### config.mk
export PLATFORM = sky130hd
export DESIGN_NAME = seg14_scroller
export DESIGN_NICKNAME = d
export VERILOG_FILES = /design/src/rtl/seg14_scroller.sv
export SDC_FILE = /design/constraint.sdc
export NUM_CORES = 1
export LEC_CHECK = 0
export CELL_PAD_IN_SITES_DETAIL_PLACEMENT = 0
export CELL_PAD_IN_SITES_GLOBAL_PLACEMENT = 1
export CORE_ASPECT_RATIO = 1.25
export CORE_MARGIN = 2
export CORE_UTILIZATION = 53
export DETAILED_ROUTE_END_ITERATION = 8
export DONT_BUFFER_PORTS = 1
export HOLD_SLACK_MARGIN = 0.1
export MAX_ROUTING_LAYER = met4
export PLACE_DENSITY = 0.84
export SLEW_MARGIN = 30
export SYNTH_ARGS = -nofsm -noshare
export SYNTH_HDL_FRONTEND = slang
export SYNTH_SLANG_ARGS = --single-unit
### constraint.sdc
create_clock -name clk -period 4.1 [get_ports clk]
set_clock_uncertainty 0.1 [all_clocks]
set_input_delay 0.41 -clock clk [delete_from_list [all_inputs] [get_ports clk]]
set_output_delay 0.41 -clock clk [all_outputs]
set_load 0.01 [all_outputs]
### src/rtl/seg14_scroller.sv
// rtl/seg14_scroller.sv - ASCII message buffer scrolled onto an active-low 14-segment display
module seg14_scroller #(
  parameter int CLK_DIV_W = 25,
  parameter int BUF_DEPTH = 16
) (
  input  logic                         clk,
  input  logic                         rst_n,
  input  logic                         wr_valid,
  output logic                         wr_ready,
  input  logic [7:0]                   wr_data,
  input  logic                         wr_last,
  input  logic                         stop,
  output logic [13:0]                  disp,
  output logic                         busy,
  output logic [$clog2(BUF_DEPTH)-1:0] char_idx
);

  localparam int IDX_W = $clog2(BUF_DEPTH);
  localparam int CNT_W = IDX_W + 1;

  typedef enum logic [1:0] {
    ST_IDLE,
    ST_LOAD,
    ST_SHOW,
    ST_GAP
  } state_t;

  state_t             r_state;
  logic [CLK_DIV_W-1:0] r_div;
  logic               r_tick;
  logic [CNT_W-1:0]   r_count;
  logic [CNT_W-1:0]   r_len;
  logic [IDX_W-1:0]   r_char_idx;
  logic [13:0]        r_disp;
  logic               r_busy;
  logic [7:0]         r_buf [BUF_DEPTH];

  logic               w_xfer;
  logic [IDX_W-1:0]   w_wr_addr;
  logic [7:0]         w_ch;
  logic [13:0]        w_glyph;

  // Loader may push while idle, or while loading and the buffer still has room.
  assign wr_ready  = (r_state == ST_IDLE) ||
                     ((r_state == ST_LOAD) && (r_count < CNT_W'(BUF_DEPTH)));
  // A stop in the same cycle discards the offered byte.
  assign w_xfer    = wr_valid && wr_ready && !stop;
  assign w_wr_addr = (r_state == ST_IDLE) ? '0 : r_count[IDX_W-1:0];

  assign disp     = r_disp;
  assign busy     = r_busy;
  assign char_idx = r_char_idx;

  // Free-running divider; tick pulses the cycle after the counter passes zero.
  always_ff @(posedge clk or negedge rst_n) begin
    if (!rst_n) begin
      r_div  <= '0;
      r_tick <= 1'b0;
    end else begin
      r_div  <= r_div + CLK_DIV_W'(1);
      r_tick <= (r_div == '0);
    end
  end

  // Message storage; contents survive reset and are only meaningful below len.
  always_ff @(posedge clk) begin
    if (w_xfer) begin
      r_buf[w_wr_addr] <= wr_data;
    end
  end

  // Font ROM: lower case folds to upper, space is blank, anything else is a dash.
  always_comb begin
    w_ch = r_buf[r_char_idx];
    if ((w_ch >= 8'h61) && (w_ch <= 8'h7A)) begin
      w_ch = w_ch - 8'h20;
    end
    case (w_ch)
      8'h20: w_glyph = 14'h0000;
      8'h30: w_glyph = 14'h0C3F;
      8'h31: w_glyph = 14'h0006;
      8'h32: w_glyph = 14'h00DB;
      8'h33: w_glyph = 14'h008F;
      8'h34: w_glyph = 14'h00E6;
      8'h35: w_glyph = 14'h2069;
      8'h36: w_glyph = 14'h00FD;
      8'h37: w_glyph = 14'h0007;
      8'h38: w_glyph = 14'h00FF;
      8'h39: w_glyph = 14'h00EF;
      8'h41: w_glyph = 14'h00F7;
      8'h42: w_glyph = 14'h128F;
      8'h43: w_glyph = 14'h0039;
      8'h44: w_glyph = 14'h120F;
      8'h45: w_glyph = 14'h00F9;
      8'h46: w_glyph = 14'h0071;
      8'h47: w_glyph = 14'h00BD;
      8'h48: w_glyph = 14'h00F6;
      8'h49: w_glyph = 14'h1209;
      8'h4A: w_glyph = 14'h001E;
      8'h4B: w_glyph = 14'h2470;
      8'h4C: w_glyph = 14'h0038;
      8'h4D: w_glyph = 14'h0536;
      8'h4E: w_glyph = 14'h2136;
      8'h4F: w_glyph = 14'h003F;
      8'h50: w_glyph = 14'h00F3;
      8'h51: w_glyph = 14'h203F;
      8'h52: w_glyph = 14'h20F3;
      8'h53: w_glyph = 14'h018D;
      8'h54: w_glyph = 14'h1201;
      8'h55: w_glyph = 14'h003E;
      8'h56: w_glyph = 14'h0C30;
      8'h57: w_glyph = 14'h2836;
      8'h58: w_glyph = 14'h2D00;
      8'h59: w_glyph = 14'h1500;
      8'h5A: w_glyph = 14'h0C09;
      default: w_glyph = 14'h00C0;
    endcase
  end

  // Control FSM; disp/busy are registered from the state so they lag it by one cycle.
  always_ff @(posedge clk or negedge rst_n) begin
    if (!rst_n) begin
      r_state    <= ST_IDLE;
      r_count    <= '0;
      r_len      <= CNT_W'(1);
      r_char_idx <= '0;
      r_disp     <= 14'h3FFF;
      r_busy     <= 1'b0;
    end else begin
      r_busy <= (r_state == ST_SHOW) || (r_state == ST_GAP);
      r_disp <= (r_state == ST_SHOW) ? ~w_glyph : 14'h3FFF;
      if (stop) begin
        r_state    <= ST_IDLE;
        r_count    <= '0;
        r_char_idx <= '0;
      end else begin
        case (r_state)
          ST_IDLE: begin
            if (w_xfer) begin
              r_count <= CNT_W'(1);
              if (wr_last) begin
                r_len      <= CNT_W'(1);
                r_char_idx <= '0;
                r_state    <= ST_SHOW;
              end else begin
                r_state <= ST_LOAD;
              end
            end
          end
          ST_LOAD: begin
            if (w_xfer) begin
              r_count <= r_count + CNT_W'(1);
              if (wr_last) begin
                r_len      <= r_count + CNT_W'(1);
                r_char_idx <= '0;
                r_state    <= ST_SHOW;
              end
            end
          end
          ST_SHOW: begin
            if (r_tick) begin
              r_state <= ST_GAP;
            end
          end
          ST_GAP: begin
            if (r_tick) begin
              r_char_idx <= (({1'b0, r_char_idx} + CNT_W'(1)) == r_len) ?
                            '0 : r_char_idx + IDX_W'(1);
              r_state    <= ST_SHOW;
            end
          end
          default: r_state <= ST_IDLE;
        endcase
      end
    end
  end

endmodule

==> impl_results.md, run 1 <==
- Largest net degree at the start of global routing: between 50 and 60
- Nets: 678
- Arr. time, crit path: approximately 4000 ps
- RSZ-0062 raised after global routing: false
- CP endpoint kind: flip-flop
- Clock slew at reported path FFs: roughly 70 ps
- Top Ports: 33
- Setup TNS: 0 ps
- GPL Wtd Cong: about 0.9
- Post-synth EDFFs: 128
- # rows: 51
- Commonest non-fill, non-tap cell in the layout: edfxtp_1
- Max-cap violations: 0
- Gr usage total: between 20% and 30%
- Syn Nets: 654
- CP Cell Sequence: mux4_1 -> mux4_2 -> buf_4 -> ha_1 -> nand2b_4 -> a211oi_4 -> o41ai_4 -> nor3b_2 -> a221o_1
- Top FF cell, synth: edfxtp_1
- Async set-reset flop share out of synthesis: 30.81%
- Initial antenna violation count: 0
- Critical Path RT: 4360 ps
- Final setup fails: 0
- Multi-input logic area: just over 0.003 mm²
- Relative slew slack: 33.70%
- Warnings from Yosys: 0
- Area growth syn-to-layout: 12.79%
- Most frequent cells in the layout: 128 x edfxtp_1, 55 x nor2_1, 52 x nand2_1
- Initial core utilization: a little over half
- Yosys cell types: 75
- Clk buf depth: 2
- Wirelength per Cell: between 20 and 25 µm
- Vias in the first global route: between 5000 and 6000
- Pleak: around 3.4 nW
- Vias: 5379
- Slowest-stage cell, CP: dfrtp_2
- Setup ws final: between 300 and 400 ps
- Antenna Cells: 0
- Netlist area before placement: between 0.008 and 0.009 mm²
- Number of buffers created by CTS: 17
- Tcrit/Tclk final: between 90% and 100%
- Post-Layout Cell Count: around 880
- Critical Path Start Type: flip-flop
- Fillcell total: roughly 1200
- CTS tree: built
- Die area: about 0.017 mm²
- DP HPWL: roughly 13000 µm
- GRT overflow: 0
- Status: finished clean
- Die width: 117.3 µm
- Routed WL: 19030 µm
- Tightest Hold Check Type: in2reg
- Buffers on Ports: 0
- Fin. Hold Viols: 0
- Drt via density: about 6.1
- Met3 routed WL: about 970 µm
- Layout cells sized above 1: around 16%
- Cell area after layout: 0.009585 mm²
- Max FO, Critical Path: 18
- Dpl cells: between 800 and 900
- Setup CP Type: reg2reg
- DP Worst Slack: 447.2 ps
- First-pass GRT wire length: between 30000 and 40000 µm
- Register Area: between 0.005 and 0.006 mm²
- Cells after synthesis: roughly 630
- CP Buf/Inv Count: 1
- Avg Inst Size Synth: 13.53 µm²
- Seq cells post-synth: about 190
- Slew @ Worst Pin: 990.9 ps
- Pre-Repair DR Iteration Count: 5
- Detailed Route Iter0 Violations: 565
- # DRC: 0
- Worst VDD drop: around 0.00047 V
- DP Area: between 0.008 and 0.009 mm²
- Crit path time final: between 3000 and 4000 ps
- Antenna-violating nets left: 0
- Top layer in use: met4
- CP delay by family, top: multiplexers
- Slew Limit Fails: 0
- H-tree depth: 4
- DRT met1 WL: around 7800 µm
- Crit-path max cell delay: 710 ps
- Sequential area share after synthesis: 62.23%
- Cell Pwr Density: roughly 410 mW/mm²
- Achievable frequency: about 0.27 GHz
- Core box area: 0.01563 mm²
- Post-CTS setup buffers: 0
- Clock sinks: between 150 and 200
- Die Ht: about 150 µm
- Met2 WL post-DR: around 10000 µm
- CTS root buf: clkbuf_16
- Worst hold slack: 153.6 ps
- Total power: roughly 3.9 mW
- Latest clock arrival within the worst-skew pair: roughly 440 ps
- Final core occ: about three fifths
==> registers in the layout, indices dropped and copies added (netlist names) <==
register	cells
busy	1
char_idx	4
r_div	25
r_count	5
r_len	5
r_tick	1
disp	14
r_buf	128
r_state	2
==> kinds of logic (layout without fill, tap and decap cells) <==
logic type / count (synthesis) / in the layout / synth area share (%)
fa+ha+maj: 13 / 13 / 1.914
simple gates: 195 / 195 / 11.48
buf+inv: 38 / 75 / 2.091
flops: 185 / 185 / 62.24
xor+xnor: 29 / 29 / 2.989
mux: 45 / 45 / 8.966
compound gates: 123 / 123 / 10.32
==> Yosys cell counts, types with 3 or more instances <==
master,n,area [µm²]
nand3b_1,3,22.52
ha_1,13,162.7
buf_2,4,20.02
nand3_1,22,110.1
nor2_1,56,210.2
nor4_1,8,50.05
o21ai_0,30,150.1
and4_1,4,35.03
edfxtp_1,128,3844
nand2b_1,10,62.56
nor3_1,6,30.03
nand4_1,5,31.28
mux4_1,6,157.7
inv_1,8,30.03
and3_1,7,43.79
a221o_1,3,30.03
a22oi_1,5,37.54
nor2b_1,3,18.77
a21oi_1,23,115.1
xor2_1,10,87.58
buf_6,3,33.78
clkbuf_1,20,75.07
mux2i_1,21,210.2
a221oi_1,10,87.58
dfrtp_1,42,1051
nand2_1,52,195.2
xnor2_1,19,166.4
o31a_1,3,26.28
o22ai_1,3,18.77
and2_1,4,25.02
a211oi_1,6,45.04
o31ai_1,4,30.03
a22o_1,3,26.28
dfstp_2,15,394.1
mux4_2,17,382.9
==> report_power, final <==
| group | total [mW] | internal (mW) | switching (mW) |
|---|---|---|---|
| Combinational | 0.191 | 0.0674 | 0.124 |
| Sequential | 2.04 | 2.02 | 0.0172 |
| Clock | 1.68 | 0.884 | 0.792 |
| Total | 3.91 | 2.97 | 0.934 |
==> layout make-up <==
| cell class | instances | area share (%) |
|---|---|---|
| sequential | 185 | 55.19 |
| multi-input combinational | 405 | 31.78 |
| clock buffer | 17 | 4.438 |
| timing repair buffer | 35 | 3.498 |
| tap | 212 | 2.767 |
| clock inverter | 15 | 2.010 |
| inverter | 8 | 0.3133 |
==> final timing paths <==
path / slack [ps] / cells after the start / end / from
worst max-delay path: 370 / 9 / disp[7] / char_idx[0]
max in group asynchronous: 3200 / 2 / r_len[0] / rst_n
worst min register to register: 390 / 1 / r_div[24] / r_div[24]
min in group asynchronous: 420 / 2 / char_idx[2] / rst_n
worst max register to register: 370 / 9 / disp[7] / char_idx[0]
worst min-delay path: 150 / 2 / r_state[0] / wr_last
==> routing by layer <==
metal  track usage [%]  up-vias
met5                 -        -
met1             31.83     2684
met4             8.412        0
met2             38.16      192
li1                  -     2463
met3             5.664       40
==> timing repair <==
action | 4_1_cts | 5_1_grt
gates resized for setup | 0 | 0
hold endpoints to repair | 192 | 0
hold buffers | 12 | 0
No activity file was read; power rests on OpenSTA's default activity.
==> inputs of run 2 (changes only) <==
--- a/config.mk
+++ b/config.mk
@@ -5,6 +5,7 @@
 export SDC_FILE = /design/constraint.sdc
 export NUM_CORES = 1
 export LEC_CHECK = 0
+export CAP_MARGIN = 40
 export CELL_PAD_IN_SITES_DETAIL_PLACEMENT = 0
 export CELL_PAD_IN_SITES_GLOBAL_PLACEMENT = 1
 export CORE_ASPECT_RATIO = 1.25
==> run 2 against run 1 <==
Net effect: die area stayed put; via count increased by 0.58%; hold slack improved by 21 ps; core utilization grew 0.35 points; critical endpoint unchanged; largest power group unchanged.
==> impl_results.md, run 2 (synthesis gave the netlist of run 1 again) <==
- Largest register FFs: 128 (unchanged)
- First-pass GRT wire length: 30070 µm (-0.59%)
- Worst reg2reg startpoint: char_idx[0]
- CTS root buf: clkbuf_16
- CP delay by family, top: multiplexers
- Setup slack, reg-to-reg: 450 ps (+80 ps)
- Number of buffers created by CTS: 17 (unchanged)
- Die Ht: 145.6 µm (unchanged)
- Gr usage total: 24.39% (-0.16 points)
- Antenna-violating nets left: 0 (unchanged)
- Tcrit/Tclk final: 89.08% (-1.9 points)
- FF-to-FF End: disp[7]
- # rows: 51 (unchanged)
- Worst VDD drop: 0.0005049 V (+8.4%)
- Critical Path Start Type: flip-flop
- Cell Pwr Density: 394.4 mW/mm² (-3.2%)
- Latest clock arrival within the worst-skew pair: 430 ps (about the same)
- Max-cap violations: 0 (unchanged)
- Final setup fails: 0 (unchanged)
- R2r worst-path depth: 9 (unchanged)
- Hold path depth: 2 (unchanged)
- Die area: 0.01707 mm² (unchanged)
- Top Ports: 33 (unchanged)
- Post-CTS setup buffers: 0 (unchanged)
- DP Worst Slack: 453.7 ps (+6.506 ps)
- Crit-path max cell delay: 710 ps (about the same)
- Arr. time, crit path: 3910 ps (-80 ps)
- Slew @ Worst Pin: 821.9 ps (-169.0 ps)
- Initial antenna violation count: 1 (+1)
- Drt via density: 6.072 (-1.0%)
- RSZ-0062 raised after global routing: false
- GRT overflow: 0 (unchanged)
- CP Buf/Inv Count: 1 (unchanged)
- GPL Wtd Cong: 0.9164 (unchanged)
- Wirelength per Cell: 21.53 µm (-0.81%)
- Clock slew at reported path FFs: 70 ps (about the same)
- Vias: 5410 (+0.58%)
- Area growth syn-to-layout: 13.44%
- Slew Limit Fails: 0 (unchanged)
- Routed WL: 19180 µm (+0.77%)
- Total power: 3.803 mW (-2.6%)
- Layout cells sized above 1: 17.26% (+1.3 points)
- Crit. path cell count: 9 (unchanged)
- Clock sinks: 185 (unchanged)
- Setup TNS: 0 ps (unchanged)
- Fin. Hold Viols: 0 (unchanged)
- Critical Path Source: char_idx[0]
- Setup CP Type: reg2reg
- Slowest-stage cell, CP: dfrtp_2
- Setup ws final: 447.9 ps (+77.36 ps)
- Initial core utilization: 54.36% (unchanged)
- CTS tree: built
- Status: finished clean
- CP Cell Sequence: mux4_1 -> mux4_2 -> buf_4 -> ha_1 -> nand2b_4 -> a211oi_4 -> o41ai_4 -> nor3b_2 -> a221o_1
- Detailed Route Iter0 Violations: 520 (-8.0%)
- Relative slew slack: 45.01% (+11 points)
- Die width: 117.3 µm (unchanged)
- Crit path time final: 3652 ps (-77.36 ps)
- DP HPWL: 13060 µm (+1.1%)
- Critical Path Sink: disp[7]
- Clk buf depth: 2 (unchanged)
- Pre-Repair DR Iteration Count: 5 (unchanged)
- Commonest non-fill, non-tap cell in the layout: edfxtp_1
- Max FO, Critical Path: 18 (unchanged)
- Core box area: 0.01563 mm² (unchanged)
- Vias in the first global route: 5375 (+0.98%)
- Critical Path RT: 4350 ps (about the same)
- Largest net degree at the start of global routing: 58 (unchanged)
- CP endpoint kind: flip-flop
- Buffers on Ports: 0 (unchanged)
- Most frequent cells in the layout: 128 x edfxtp_1, 56 x nor2_1, 52 x nand2_1
- Tightest Hold Check Type: in2reg
- Pleak: 3.402 nW (+1.5%)
- Post-CTS Resized: 0 (unchanged)
- # DRC: 0 (unchanged)
- Achievable frequency: 0.2738 GHz (+2.1%)
- Register name with the most flops: r_buf
- H-tree depth: 4 (unchanged)
- Nets: 691 (+1.9%)
[run 2: cell types whose count changed in the layout (fill, tap and decap cells not counted), sizes merged]
cell | before | now
bufinv | 1 | 0
clkbuf | 17 | 25
inv | 17 | 16
clkinv | 5 | 7
buf | 24 | 29
diode | 0 | 1
[run 2: how the worst min path moves through the flow]
stage	from	to	slack, ps
after floorplan	rst_n	busy	10
after global placement	rst_n	char_idx[1]	20
after detailed placement	rst_n	r_div[7]	20
after CTS	wr_valid	r_state[0]	150
after global routing	wr_last	r_state[0]	190
final	wr_valid	r_state[0]	170
[run 2: area by class of cell]
| cell class | instances | area, µm² |
|---|---|---|
| clock buffers | 17 | 425.4 |
| clock inverters | 15 | 150.1 |
| multi-input cells | 405 | 3044 |
| inverters | 8 | 30.03 |
| diodes | 1 | 2.502 |
| repair buffers | 48 | 432.9 |
| fillers | 1137 | 5993 |
| flip-flops and latches | 185 | 5290 |
| well taps | 212 | 265.3 |
[run 2: timing repair]
action	in CTS	in global routing
hold buffers	12	0
endpoints found under the setup margin	0	0
hold endpoints to repair	192	0
[run 2: power breakdown]
| group | internal [mW] | leakage [nW] | switching [mW] | total [mW] |
|---|---|---|---|---|
| registers | 2.02 | 1.88 | 0.0173 | 2.04 |
| clock network | 0.809 | 0.283 | 0.765 | 1.57 |
| logic | 0.0679 | 1.24 | 0.123 | 0.191 |
| total | 2.90 | 3.40 | 0.905 | 3.80 |
[run 2: per-stage QoR]
stage	area (µm²)	hold slack [ps]	utilization, %	std cells
4_1_cts	9570	148.4	61.22	881
2_1_floorplan	8498	14.41	-	628
6_report	9641	174.5	61.66	891
3_5_place_dp	8857	20.21	56.65	837
3_3_place_gp	8827	19.62	56.46	833
5_1_grt	9641	186.2	61.66	891
[run 2: layer usage]
| metal | global-route usage, % | vias to the layer above | wire length (µm) |
|---|---|---|---|
| met1 | 30.16 | 2696 | 7772 |
| met2 | 38.36 | 175 | 9821 |
| li1 | - | 2497 | - |
| met5 | - | - | 0 |
| met3 | 6.122 | 42 | 973 |
| met4 | 9.706 | 0 | 613 |
